## src/rtl/ocp_pkg.sv

```systemverilog
// Shared encodings and default widths for the OCP master arbiter slice.
package ocp_pkg;

    localparam int DEF_NUM_REQ = 4;
    localparam int DEF_ADDR_W  = 64;
    localparam int DEF_DATA_W  = 8;
    localparam int DEF_TIMEOUT = 255;
    localparam int TIMER_W     = 8;

    // OCP MCmd encodings
    typedef enum logic [2:0] {
        MCMD_IDLE = 3'd0,
        MCMD_WR   = 3'd1,
        MCMD_RD   = 3'd2
    } mcmd_e;

    // OCP SResp encodings
    typedef enum logic [1:0] {
        SRESP_NULL = 2'd0,
        SRESP_DVA  = 2'd1,
        SRESP_FAIL = 2'd2,
        SRESP_ERR  = 2'd3
    } sresp_e;

    // Arbiter sequencing states
    typedef enum logic [1:0] {
        ST_IDLE      = 2'd0,
        ST_ISSUE     = 2'd1,
        ST_WAIT_RESP = 2'd2
    } arb_state_e;

    // True when a slave response code means the read failed
    function automatic logic sresp_is_error(input sresp_e rsp);
        return (rsp == SRESP_FAIL) || (rsp == SRESP_ERR);
    endfunction

endpackage

```

## src/rtl/rr_arbiter.sv

```systemverilog
// Combinational round-robin pick: first set request at or after ptr, circularly.
module rr_arbiter #(
    parameter int NUM_REQ = 4,
    parameter int PTR_W   = 2
) (
    input  logic [NUM_REQ-1:0] req,
    input  logic [PTR_W-1:0]   ptr,
    output logic [NUM_REQ-1:0] gnt,
    output logic               found
);

    logic [NUM_REQ-1:0]   rot_s;
    logic [NUM_REQ-1:0]   rot_gnt_s;
    logic [2*NUM_REQ-1:0] unrot_s;
    logic                 seen_s;

    // Rotate so ptr sits at bit 0, take the lowest set bit, rotate back
    always_comb begin
        rot_s     = NUM_REQ'({req, req} >> ptr);
        rot_gnt_s = '0;
        seen_s    = 1'b0;
        for (int j = 0; j < NUM_REQ; j++) begin
            rot_gnt_s[j] = rot_s[j] & ~seen_s;
            seen_s       = seen_s | rot_s[j];
        end
        unrot_s = {{NUM_REQ{1'b0}}, rot_gnt_s} << ptr;
        gnt     = unrot_s[NUM_REQ-1:0] | unrot_s[2*NUM_REQ-1:NUM_REQ];
        found   = seen_s;
    end

endmodule

```

## src/rtl/ocp_master_arbiter.sv

```systemverilog
// Shares one OCP master request path between NUM_REQ requesters, round-robin,
// holding the grant through command acceptance and (for reads) the response.
module ocp_master_arbiter
    import ocp_pkg::*;
#(
    parameter int NUM_REQ = DEF_NUM_REQ,
    parameter int ADDR_W  = DEF_ADDR_W,
    parameter int DATA_W  = DEF_DATA_W,
    parameter int TIMEOUT = DEF_TIMEOUT
) (
    input  logic                      Clk,
    input  logic                      reset,
    input  logic                      EnableClk,
    input  logic [NUM_REQ-1:0]        req_valid,
    input  logic [NUM_REQ-1:0]        req_write,
    input  logic [NUM_REQ*ADDR_W-1:0] req_addr,
    input  logic [NUM_REQ*DATA_W-1:0] req_wdata,
    output logic [NUM_REQ-1:0]        req_accept,
    output logic [NUM_REQ-1:0]        rd_valid,
    output logic [DATA_W-1:0]         rd_data,
    output logic                      rd_err,
    output logic [ADDR_W-1:0]         address,
    output logic                      read_request,
    output logic                      write_request,
    output logic [DATA_W-1:0]         write_data,
    output logic                      data_valid,
    input  logic                      cmd_accept,
    input  logic                      rsp_valid,
    input  logic                      rsp_err,
    input  logic [DATA_W-1:0]         rsp_data
);

    localparam int PTR_W = $clog2(NUM_REQ);

    arb_state_e           state_q, state_d;
    logic [PTR_W-1:0]     grant_q, grant_d;
    logic [PTR_W-1:0]     rr_ptr_q, rr_ptr_d;
    logic [TIMER_W-1:0]   timer_q, timer_d;
    logic [ADDR_W-1:0]    address_q, address_d;
    logic [DATA_W-1:0]    write_data_q, write_data_d;
    logic                 read_request_q, read_request_d;
    logic                 write_request_q, write_request_d;
    logic [NUM_REQ-1:0]   req_accept_q, req_accept_d;
    logic [NUM_REQ-1:0]   rd_valid_q, rd_valid_d;
    logic [DATA_W-1:0]    rd_data_q, rd_data_d;
    logic                 rd_err_q, rd_err_d;

    logic [NUM_REQ-1:0]   pick_onehot_s;
    logic                 pick_found_s;
    logic [PTR_W-1:0]     pick_idx_s;
    logic [ADDR_W-1:0]    pick_addr_s;
    logic [DATA_W-1:0]    pick_wdata_s;
    logic                 pick_write_s;
    logic [NUM_REQ-1:0]   grant_onehot_s;
    logic [TIMER_W-1:0]   timer_next_s;

    rr_arbiter #(
        .NUM_REQ (NUM_REQ),
        .PTR_W   (PTR_W)
    ) u_rr_arbiter (
        .req   (req_valid),
        .ptr   (rr_ptr_q),
        .gnt   (pick_onehot_s),
        .found (pick_found_s)
    );

    // One-hot mux of the picked requester's index, address, data and direction
    always_comb begin
        pick_idx_s   = '0;
        pick_addr_s  = '0;
        pick_wdata_s = '0;
        pick_write_s = 1'b0;
        for (int i = 0; i < NUM_REQ; i++) begin
            pick_idx_s   = pick_idx_s   | ({PTR_W{pick_onehot_s[i]}} & PTR_W'(i));
            pick_addr_s  = pick_addr_s  | ({ADDR_W{pick_onehot_s[i]}} & req_addr[i*ADDR_W +: ADDR_W]);
            pick_wdata_s = pick_wdata_s | ({DATA_W{pick_onehot_s[i]}} & req_wdata[i*DATA_W +: DATA_W]);
            pick_write_s = pick_write_s | (pick_onehot_s[i] & req_write[i]);
        end
    end

    // Next-state and next-output computation for the sequencer
    always_comb begin
        state_d         = state_q;
        grant_d         = grant_q;
        rr_ptr_d        = rr_ptr_q;
        timer_d         = timer_q;
        address_d       = address_q;
        write_data_d    = write_data_q;
        read_request_d  = read_request_q;
        write_request_d = write_request_q;
        req_accept_d    = '0;
        rd_valid_d      = '0;
        rd_data_d       = rd_data_q;
        rd_err_d        = rd_err_q;
        grant_onehot_s  = NUM_REQ'(1'b1) << grant_q;
        timer_next_s    = timer_q + TIMER_W'(1);

        case (state_q)
            ST_IDLE: begin
                if (pick_found_s) begin
                    state_d         = ST_ISSUE;
                    grant_d         = pick_idx_s;
                    address_d       = pick_addr_s;
                    write_data_d    = pick_wdata_s;
                    write_request_d = pick_write_s;
                    read_request_d  = ~pick_write_s;
                end else begin
                    state_d = ST_IDLE;
                end
            end
            ST_ISSUE: begin
                // Request lines stay put until the master takes the command
                if (cmd_accept) begin
                    req_accept_d    = grant_onehot_s;
                    read_request_d  = 1'b0;
                    write_request_d = 1'b0;
                    rr_ptr_d        = (grant_q == PTR_W'(NUM_REQ - 1)) ? '0 : grant_q + PTR_W'(1);
                    timer_d         = '0;
                    state_d         = read_request_q ? ST_WAIT_RESP : ST_IDLE;
                end else begin
                    state_d = ST_ISSUE;
                end
            end
            ST_WAIT_RESP: begin
                // A response arriving on the timeout cycle takes priority
                if (rsp_valid) begin
                    rd_valid_d = grant_onehot_s;
                    rd_data_d  = rsp_data;
                    rd_err_d   = rsp_err;
                    state_d    = ST_IDLE;
                end else if (timer_next_s == TIMER_W'(TIMEOUT)) begin
                    rd_valid_d = grant_onehot_s;
                    rd_data_d  = '0;
                    rd_err_d   = 1'b1;
                    state_d    = ST_IDLE;
                end else begin
                    timer_d = timer_next_s;
                end
            end
            default: begin
                state_d         = ST_IDLE;
                read_request_d  = 1'b0;
                write_request_d = 1'b0;
            end
        endcase
    end

    // State and registered outputs; everything holds while EnableClk is low
    always_ff @(posedge Clk or negedge reset) begin
        if (!reset) begin
            state_q         <= ST_IDLE;
            grant_q         <= '0;
            rr_ptr_q        <= '0;
            timer_q         <= '0;
            address_q       <= '0;
            write_data_q    <= '0;
            read_request_q  <= 1'b0;
            write_request_q <= 1'b0;
            req_accept_q    <= '0;
            rd_valid_q      <= '0;
            rd_data_q       <= '0;
            rd_err_q        <= 1'b0;
        end else if (EnableClk) begin
            state_q         <= state_d;
            grant_q         <= grant_d;
            rr_ptr_q        <= rr_ptr_d;
            timer_q         <= timer_d;
            address_q       <= address_d;
            write_data_q    <= write_data_d;
            read_request_q  <= read_request_d;
            write_request_q <= write_request_d;
            req_accept_q    <= req_accept_d;
            rd_valid_q      <= rd_valid_d;
            rd_data_q       <= rd_data_d;
            rd_err_q        <= rd_err_d;
        end
    end

    assign address       = address_q;
    assign write_data    = write_data_q;
    assign read_request  = read_request_q;
    assign write_request = write_request_q;
    assign data_valid    = write_request_q;
    assign req_accept    = req_accept_q;
    assign rd_valid      = rd_valid_q;
    assign rd_data       = rd_data_q;
    assign rd_err        = rd_err_q;

endmodule

```

## config.mk

```make
export PLATFORM = sky130hd
export DESIGN_NAME = ocp_master_arbiter
export DESIGN_NICKNAME = d
export VERILOG_FILES = /design/src/rtl/ocp_pkg.sv /design/src/rtl/rr_arbiter.sv /design/src/rtl/ocp_master_arbiter.sv
export SDC_FILE = /design/constraint.sdc
export NUM_CORES = 1
export LEC_CHECK = 0
export CAP_MARGIN = 15
export CORE_AREA = 2 2 157 159
export CTS_CLUSTER_SIZE = 40
export DETAILED_ROUTE_END_ITERATION = 12
export DIE_AREA = 0 0 159 161
export REMOVE_ABC_BUFFERS = 1
export SLEW_MARGIN = 20
export SYNTH_ARGS = -nofsm -noshare
export SYNTH_HDL_FRONTEND = slang
export SYNTH_HIERARCHICAL = 1
export SYNTH_SLANG_ARGS = --single-unit
```

## constraint.sdc

```tcl
create_clock -name Clk -period 4 [get_ports Clk]
set_input_delay 0.8 -clock Clk [delete_from_list [all_inputs] [get_ports Clk]]
set_output_delay 0.8 -clock Clk [all_outputs]
set_load 0.01 [all_outputs]
```

==> results of run 1 <==
## cell usage in the layout, fill, tap and decap left out, drive strengths merged, types with 8 or more instances in the layout
master and count:
clkdlybuf4s50 400, buf 10, nand2 16, o21ai 16
inv 14, clkbuf 11, a31oi 73, a22o 13
a22oi 146, dfrtp 105, nand3 8, nor2 78
## Yosys cell counts (3+ instances only)
library cell,count,share of area (%)
nand3_1,7,0.63
dfrtp_1,105,47
buf_2,10,0.90
a31oi_1,73,8.2
a22oi_1,146,20
inv_1,13,0.88
and3_1,5,0.56
nand2_1,16,1.1
o21ai_0,14,1.3
nor3_1,4,0.36
a22o_1,13,2.1
o2bb2ai_1,4,0.63
o31a_1,3,0.47
nor2_1,78,5.3
nor2b_1,3,0.34
ha_1,6,1.4
clkbuf_1,41,2.8
nand4_1,3,0.34
mux2i_1,3,0.54
a21oi_1,5,0.45
buf_1,4,0.27
## worst max-delay path: stages
cell             delay [ns]
clkdlybuf4s50_1        0.47
nor2b_1                0.17
nor3b_1                0.19
o31a_2                 0.74
buf_12                 0.30
a22oi_1                0.12
a31oi_1                0.20
## final cells by class
cell class	instances	area share, %
inverters	14	0.5158
flip-flops and latches	105	25.79
diodes	4	0.09826
multi-input cells	410	25.98
clock buffers	11	2.481
clock inverters	5	0.3807
repair buffers	410	40.78
well taps	324	3.979
## layer usage
metal  wire length (µm)  GRT usage (%)
met3               1807          5.855
met4                431          5.826
met1              10340          22.98
met5                  0              0
met2              12590          34.03
## logic make-up (layout without fill, tap and decap cells)
logic type,Yosys count,count (layout)
AND/OR/NAND/NOR,128,128
AO/OA/AOI/OAI,270,270
buffers and inverters,71,440
flip-flops,105,105
other,0,4
adder cells (fa/ha/maj),6,6
multiplexers,6,6
## power groups by stage
stage | Sequential [mW] | Clock (mW) | Combinational [mW]
CTS | 1.83 | 0.930 | 3.00
floorplan | 2.02 | 0 | 1.11
global route | 1.90 | 0.974 | 3.24
finish | 1.83 | 0.891 | 2.96
global placement | 1.83 | 0 | 2.98
detailed placement | 1.84 | 0 | 2.99
## sequential cells by signal, summed over array words and instances, names as in the netlist
signal	cells
address	64
rd_data	8
timer_q	8
write_data	8
rd_valid	4
req_accept	4
grant_q	2
rr_ptr_q	2
state_q	2
data_valid	1
rd_err	1
read_request	1
## final timing paths
check                                             to                       from  cells after the start
setup / recovery             address[19]$_DFFE_PN0P_               req_valid[2]                      7
hold / removal              read_request$_DFFE_PN0P_                      reset                      2
setup reg to reg              timer_q[7]$_DFFE_PN0P_     timer_q[1]$_DFFE_PN0P_                      7
hold reg to reg            req_accept[0]$_DFFE_PN0P_  req_accept[0]$_DFFE_PN0P_                      1
max in group asynchronous  write_data[2]$_DFFE_PN0P_                      reset                      2
min in group Clk           req_accept[0]$_DFFE_PN0P_  req_accept[0]$_DFFE_PN0P_                      1
## per-stage QoR
| step | power (mW) | cell area [µm²] | std cells |
|---|---|---|---|
| floorplan | 3.130 | 5310 | 529 |
| finish | 5.687 | 10190 | 1283 |
| detailed placement | 4.837 | 9886 | 1263 |
| CTS | 5.764 | 10180 | 1279 |
| global placement | 4.809 | 9886 | 1263 |
| global route | 6.114 | 10180 | 1282 |
==> results.py, run 1 <==
metrics = {
    "status": {
        "status": "complete, no violations",
    },
    "sta": {
        "drv_slew": 0,
        "finalHoldViolCount": 0,
        "rsz0062_at_grt": "false",
        "slew_headroom_pct": 40.65,
        "finalHoldWorstSlack_ns": 0.4891,
        "tightest_slew_ns": 0.8903,
        "fmax_ghz": 0.3566,
        "final.min_clock_period_ns": 2.804,
        "clock_skew_ns": 0.007298,
        "period_share_pct": 70.10,
        "setup_viol": 0,
        "setup_slack_ns": 1.196,
        "tns_ns": 0,
    },
    "final_layout": {
        "final-seq-area_um2": 2628,
        "fin_util_pct": 42.51,
        "nets": 1266,
        "nFillCells": 2452,
        "area_growth_syn_to_layout_pct": 83.63,
        "multi_input_comb_area_um2": 2646,
        "drive_gt1_share_pct": 3.770,
    },
    "power": {
        "seqPwrFrac_pct": 32.2,
        "pwr-share-clk_pct": 15.7,
        "ir_drop_mv": 0.2381,
        "p_int_mw": 3.566,
        "p_sw_mw": 2.121,
        "switching_share_pct": 37.30,
        "p_leak_nw": 3.822,
        "power_frac_comb_pct": 52.1,
        "power.density_nw_per_um2": 558.3,
    },
    "grt": {
        "antenna_found_initial": 3,
        "grtUsageTotal_pct": 19.42,
        "grt_pass1_wl_mm": 38.68,
        "grt_pass1_vias": 6558,
        "grt_max_degree": 106,
        "overflow": 0,
    },
    "detailed_routing": {
        "drcViolationCount": 0,
        "vias_per_cell": 4.882,
        "wirelength_mm": 25.17,
        "drtIter0Drc": 319,
        "dr.pass1.iters": 6,
        "wire_per_inst_um": 19.62,
        "ant_nets": 0,
        "vias": 6264,
    },
    "min_path": {
        "hp-class": "input port to async pin",
    },
    "clocking": {
        "cts_made_buffers": 9,
        "cts_setup_buffers": 0,
        "cts-root-buf": "clkbuf_16",
        "cts.sinks": 105,
        "cts_resized": 0,
        "cts.clk_slew.worst_paths_ns": 0.08,
        "hold_buffers": 0,
        "clkLatencyLatePin_ns": 0.35,
        "cts_tree": "done",
        "htree_levels": 3,
        "cts_max_path_buffers": 2,
    },
    "die": {
        "dieArea_um2": 25600,
        "initial_core_util_pct": 23.15,
        "core_area_um2": 23960,
        "rows": 57,
        "fp.dieW_um": 159,
        "fp.dieH_um": 161,
        "ios": 402,
    },
    "yosys": {
        "syn_inst": 586,
        "synth_cell_types": 46,
        "synth-main-ff-cell": "dfrtp_1",
        "syn_area_um2": 5548,
        "yosys_warnings": 6,
        "synth-compound-area-share_pct": 34.64,
        "synth_top_family_by_area": "compound AO/OA/AOI/OAI gates",
        "synthArstFlopShare_pct": 100.0,
        "synth_seq_cells": 105,
        "synth_fa_ha_area_share_pct": 1.353,
        "synthSimpleGateAreaFrac_pct": 10.19,
        "synth_edf_count": 0,
        "avgSynthCellArea_um2": 9.467,
        "synth_xor_area_share_pct": 0,
        "yosysSeqAreaShare_pct": 47.36,
        "synthMuxAreaShare_pct": 1.218,
    },
    "placement": {
        "place_worst_setup_slack_ns": 0.8374,
        "dp_hpwl_mm": 18.63,
        "gp_congestion": 0.8202,
        "portBuffers": 401,
    },
    "worst_setup_path": {
        "critPathRequiredTime_ns": 4.27,
        "worst-path-max-fanout": 38,
        "cp.arrival_ns": 3.07,
        "cp-start-kind": "input port",
        "crit_path_end_kind": "register",
        "crit_type": "input port to register",
        "r2r_slack_ns": 1.60,
    },
    "flow_run": {
        "drv_cap": 0,
    },
}
Power figures use the tool's default switching activity.
==> inputs of run 2 (changes only) <==
--- a/config.mk
+++ b/config.mk
@@ -6,10 +6,10 @@
 export NUM_CORES = 1
 export LEC_CHECK = 0
 export CAP_MARGIN = 15
-export CORE_AREA = 2 2 157 159
+export CORE_AREA = 2 2 158 160
 export CTS_CLUSTER_SIZE = 40
 export DETAILED_ROUTE_END_ITERATION = 12
-export DIE_AREA = 0 0 159 161
+export DIE_AREA = 0 0 160 162
 export REMOVE_ABC_BUFFERS = 1
 export SLEW_MARGIN = 20
 export SYNTH_ARGS = -nofsm -noshare
==> constraint.sdc (replaced) <==
create_clock -name Clk -period 2.8 [get_ports Clk]
set_input_delay 0.56 -clock Clk [delete_from_list [all_inputs] [get_ports Clk]]
set_output_delay 0.56 -clock Clk [all_outputs]
set_load 0.01 [all_outputs]
==> run 2 against run 1 <==
Against the previous run:
- setup slack got worse by 0.62 ns
- final cell count grew 0.62%
- clock power is 52% higher
- largest power group unchanged
- clock-buffer cell count decreased by 2
- non-clock buffer count increased by 9
- via count is 0.16% lower
==> results.py, run 2 (same netlist as run 1, synthesis figures left out) <==
metrics = {
    "die": {
        "dieArea_um2": 25920,
        "fp.dieH_um": 162,
        "core_area_um2": 24110,
        "fp.dieW_um": 160,
        "initial_core_util_pct": 23.01,
        "rows": 57,
        "ios": 402,
    },
    "grt": {
        "grt_pass1_wl_mm": 37.14,
        "overflow": 0,
        "grt_pass1_vias": 6428,
        "grtUsageTotal_pct": 18.56,
        "antenna_found_initial": 3,
        "grt_max_degree": 67,
    },
    "detailed_routing": {
        "wire_per_inst_um": 19.23,
        "vias_per_cell": 4.844,
        "dr.pass1.iters": 5,
        "drtIter0Drc": 320,
        "vias": 6254,
        "ant_nets": 0,
        "wirelength_mm": 24.82,
        "drcViolationCount": 0,
    },
    "power": {
        "power.density_nw_per_um2": 802.7,
        "ir_drop_mv": 0.3044,
        "p_leak_nw": 3.881,
    },
    "min_path": {
        "hp-class": "input port to async pin",
    },
    "clocking": {
        "clkLatencyLatePin_ns": 0.36,
        "cts_tree": "done",
        "cts_made_buffers": 9,
        "hold_buffers": 0,
        "cts_resized": 0,
        "htree_levels": 3,
        "cts.clk_slew.worst_paths_ns": 0.08,
        "cts_setup_buffers": 0,
        "cts_max_path_buffers": 2,
        "cts.sinks": 105,
        "cts-root-buf": "clkbuf_16",
    },
    "placement": {
        "place_worst_setup_slack_ns": 0.2030,
        "portBuffers": 401,
        "dp.cells": 1272,
        "dp_hpwl_mm": 18.51,
        "gp_congestion": 0.7999,
    },
    "final_layout": {
        "layout_commonest_cell": "clkdlybuf4s50_1",
        "area_growth_syn_to_layout_pct": 85.18,
        "stdcell_count": 1291,
        "fin_util_pct": 42.62,
        "nets": 1275,
        "largest_register_ffs": 64,
        "drive_gt1_share_pct": 4.668,
        "most-common-layout-cells": "clkdlybuf4s50_1, a22oi_1, dfrtp_1",
    },
    "flow_run": {
        "drv_cap": 0,
    },
    "sta": {
        "finalHoldViolCount": 0,
        "slew_headroom_pct": 66.67,
        "setup_viol": 0,
        "period_share_pct": 79.43,
        "tightest_slew_ns": 0.5000,
        "clock_skew_ns": 0.01018,
        "drv_slew": 0,
        "final.min_clock_period_ns": 2.224,
        "setup_slack_ns": 0.5759,
        "fmax_ghz": 0.4496,
        "rsz0062_at_grt": "false",
    },
    "worst_setup_path": {
        "crit_path_end_kind": "register",
        "cp.arrival_ns": 2.45,
        "critPathRequiredTime_ns": 3.02,
        "r2r_slack_ns": 0.63,
        "crit_type": "input port to register",
        "cp-start-kind": "input port",
        "worst-path-max-fanout": 66,
        "reg2reg_from": "timer_q[1]$_DFFE_PN0P_",
        "startpoint": "req_valid[3]",
        "reg2reg_to": "rd_data[6]$_DFFE_PN0P_",
        "setup.worst_path.end": "address[45]$_DFFE_PN0P_",
        "worstRegToRegCells": 7,
    },
    "status": {
        "status": "complete, no violations",
    },
}
run 2: cell types whose count changed in the layout (fill, tap and decap cells not counted):
cell | previous run | this run
buf_12 | 6 | 7
clkinvlp_4 | 1 | 0
diode_2 | 4 | 3
inv_6 | 1 | 4
buf_4 | 4 | 12
clkinv_4 | 2 | 0
bufinv_16 | 0 | 1
clkbuf_8 | 2 | 0
clkinv_2 | 1 | 2
run 2: stage by stage:
stage          area, µm²  power, mW  setup TNS, ns  hold WS [ns]
3_3_place_gp        9966      6.921              0        0.4726
5_1_grt            10270      8.846              0        0.1901
4_1_cts            10270      8.373              0        0.1669
3_5_place_dp        9966      6.970              0        0.4802
2_1_floorplan       5310      4.471         -59.63        0.2644
6_report           10270      8.246              0        0.1667
run 2: layout make-up:
cell class / count / area (µm²)
fill: 2454 / 13830
tap: 324 / 405.4
sequential: 105 / 2628
multi-input combinational: 410 / 2646
inverter: 14 / 52.55
timing repair buffer: 419 / 4234
antenna: 3 / 7.507
clock inverter: 7 / 75.07
clock buffer: 9 / 225.2
run 2: report_power, final:
part / leakage (nW) / internal [mW] / total [mW] / switching (mW)
combinational: 2.48 / 2.29 / 4.27 / 1.98
clock: 0.151 / 0.706 / 1.35 / 0.645
sequential: 1.25 / 2.18 / 2.63 / 0.445
run 2: how the worst min path moves through the flow:
stage | end | cells after the start | slack (ns)
floorplan | address[0]$_DFFE_PN0P_ | 0 | 0.26
global placement | req_accept[0]$_DFFE_PN0P_ | 1 | 0.47
detailed placement | req_accept[2]$_DFFE_PN0P_ | 1 | 0.48
CTS | address[42]$_DFFE_PN0P_ | 1 | 0.17
global route | address[42]$_DFFE_PN0P_ | 1 | 0.19
finish | address[42]$_DFFE_PN0P_ | 1 | 0.17
run 2: critical path, cell delays in order:
cell and delay [ns]:
clkdlybuf4s50_1 0.49, or4_1 0.59, and3_4 0.33, buf_12 0.27
nor2_1 0.12, a31oi_1 0.05
run 2: per-layer routing:
metal	vias up	global-route usage (%)	share of wire [%]
met5	-	0	0
li1	3010	-	-
met3	28	5.771	6.8
met1	2973	22.09	41
met2	243	31.82	50
met4	0	6.429	2.2
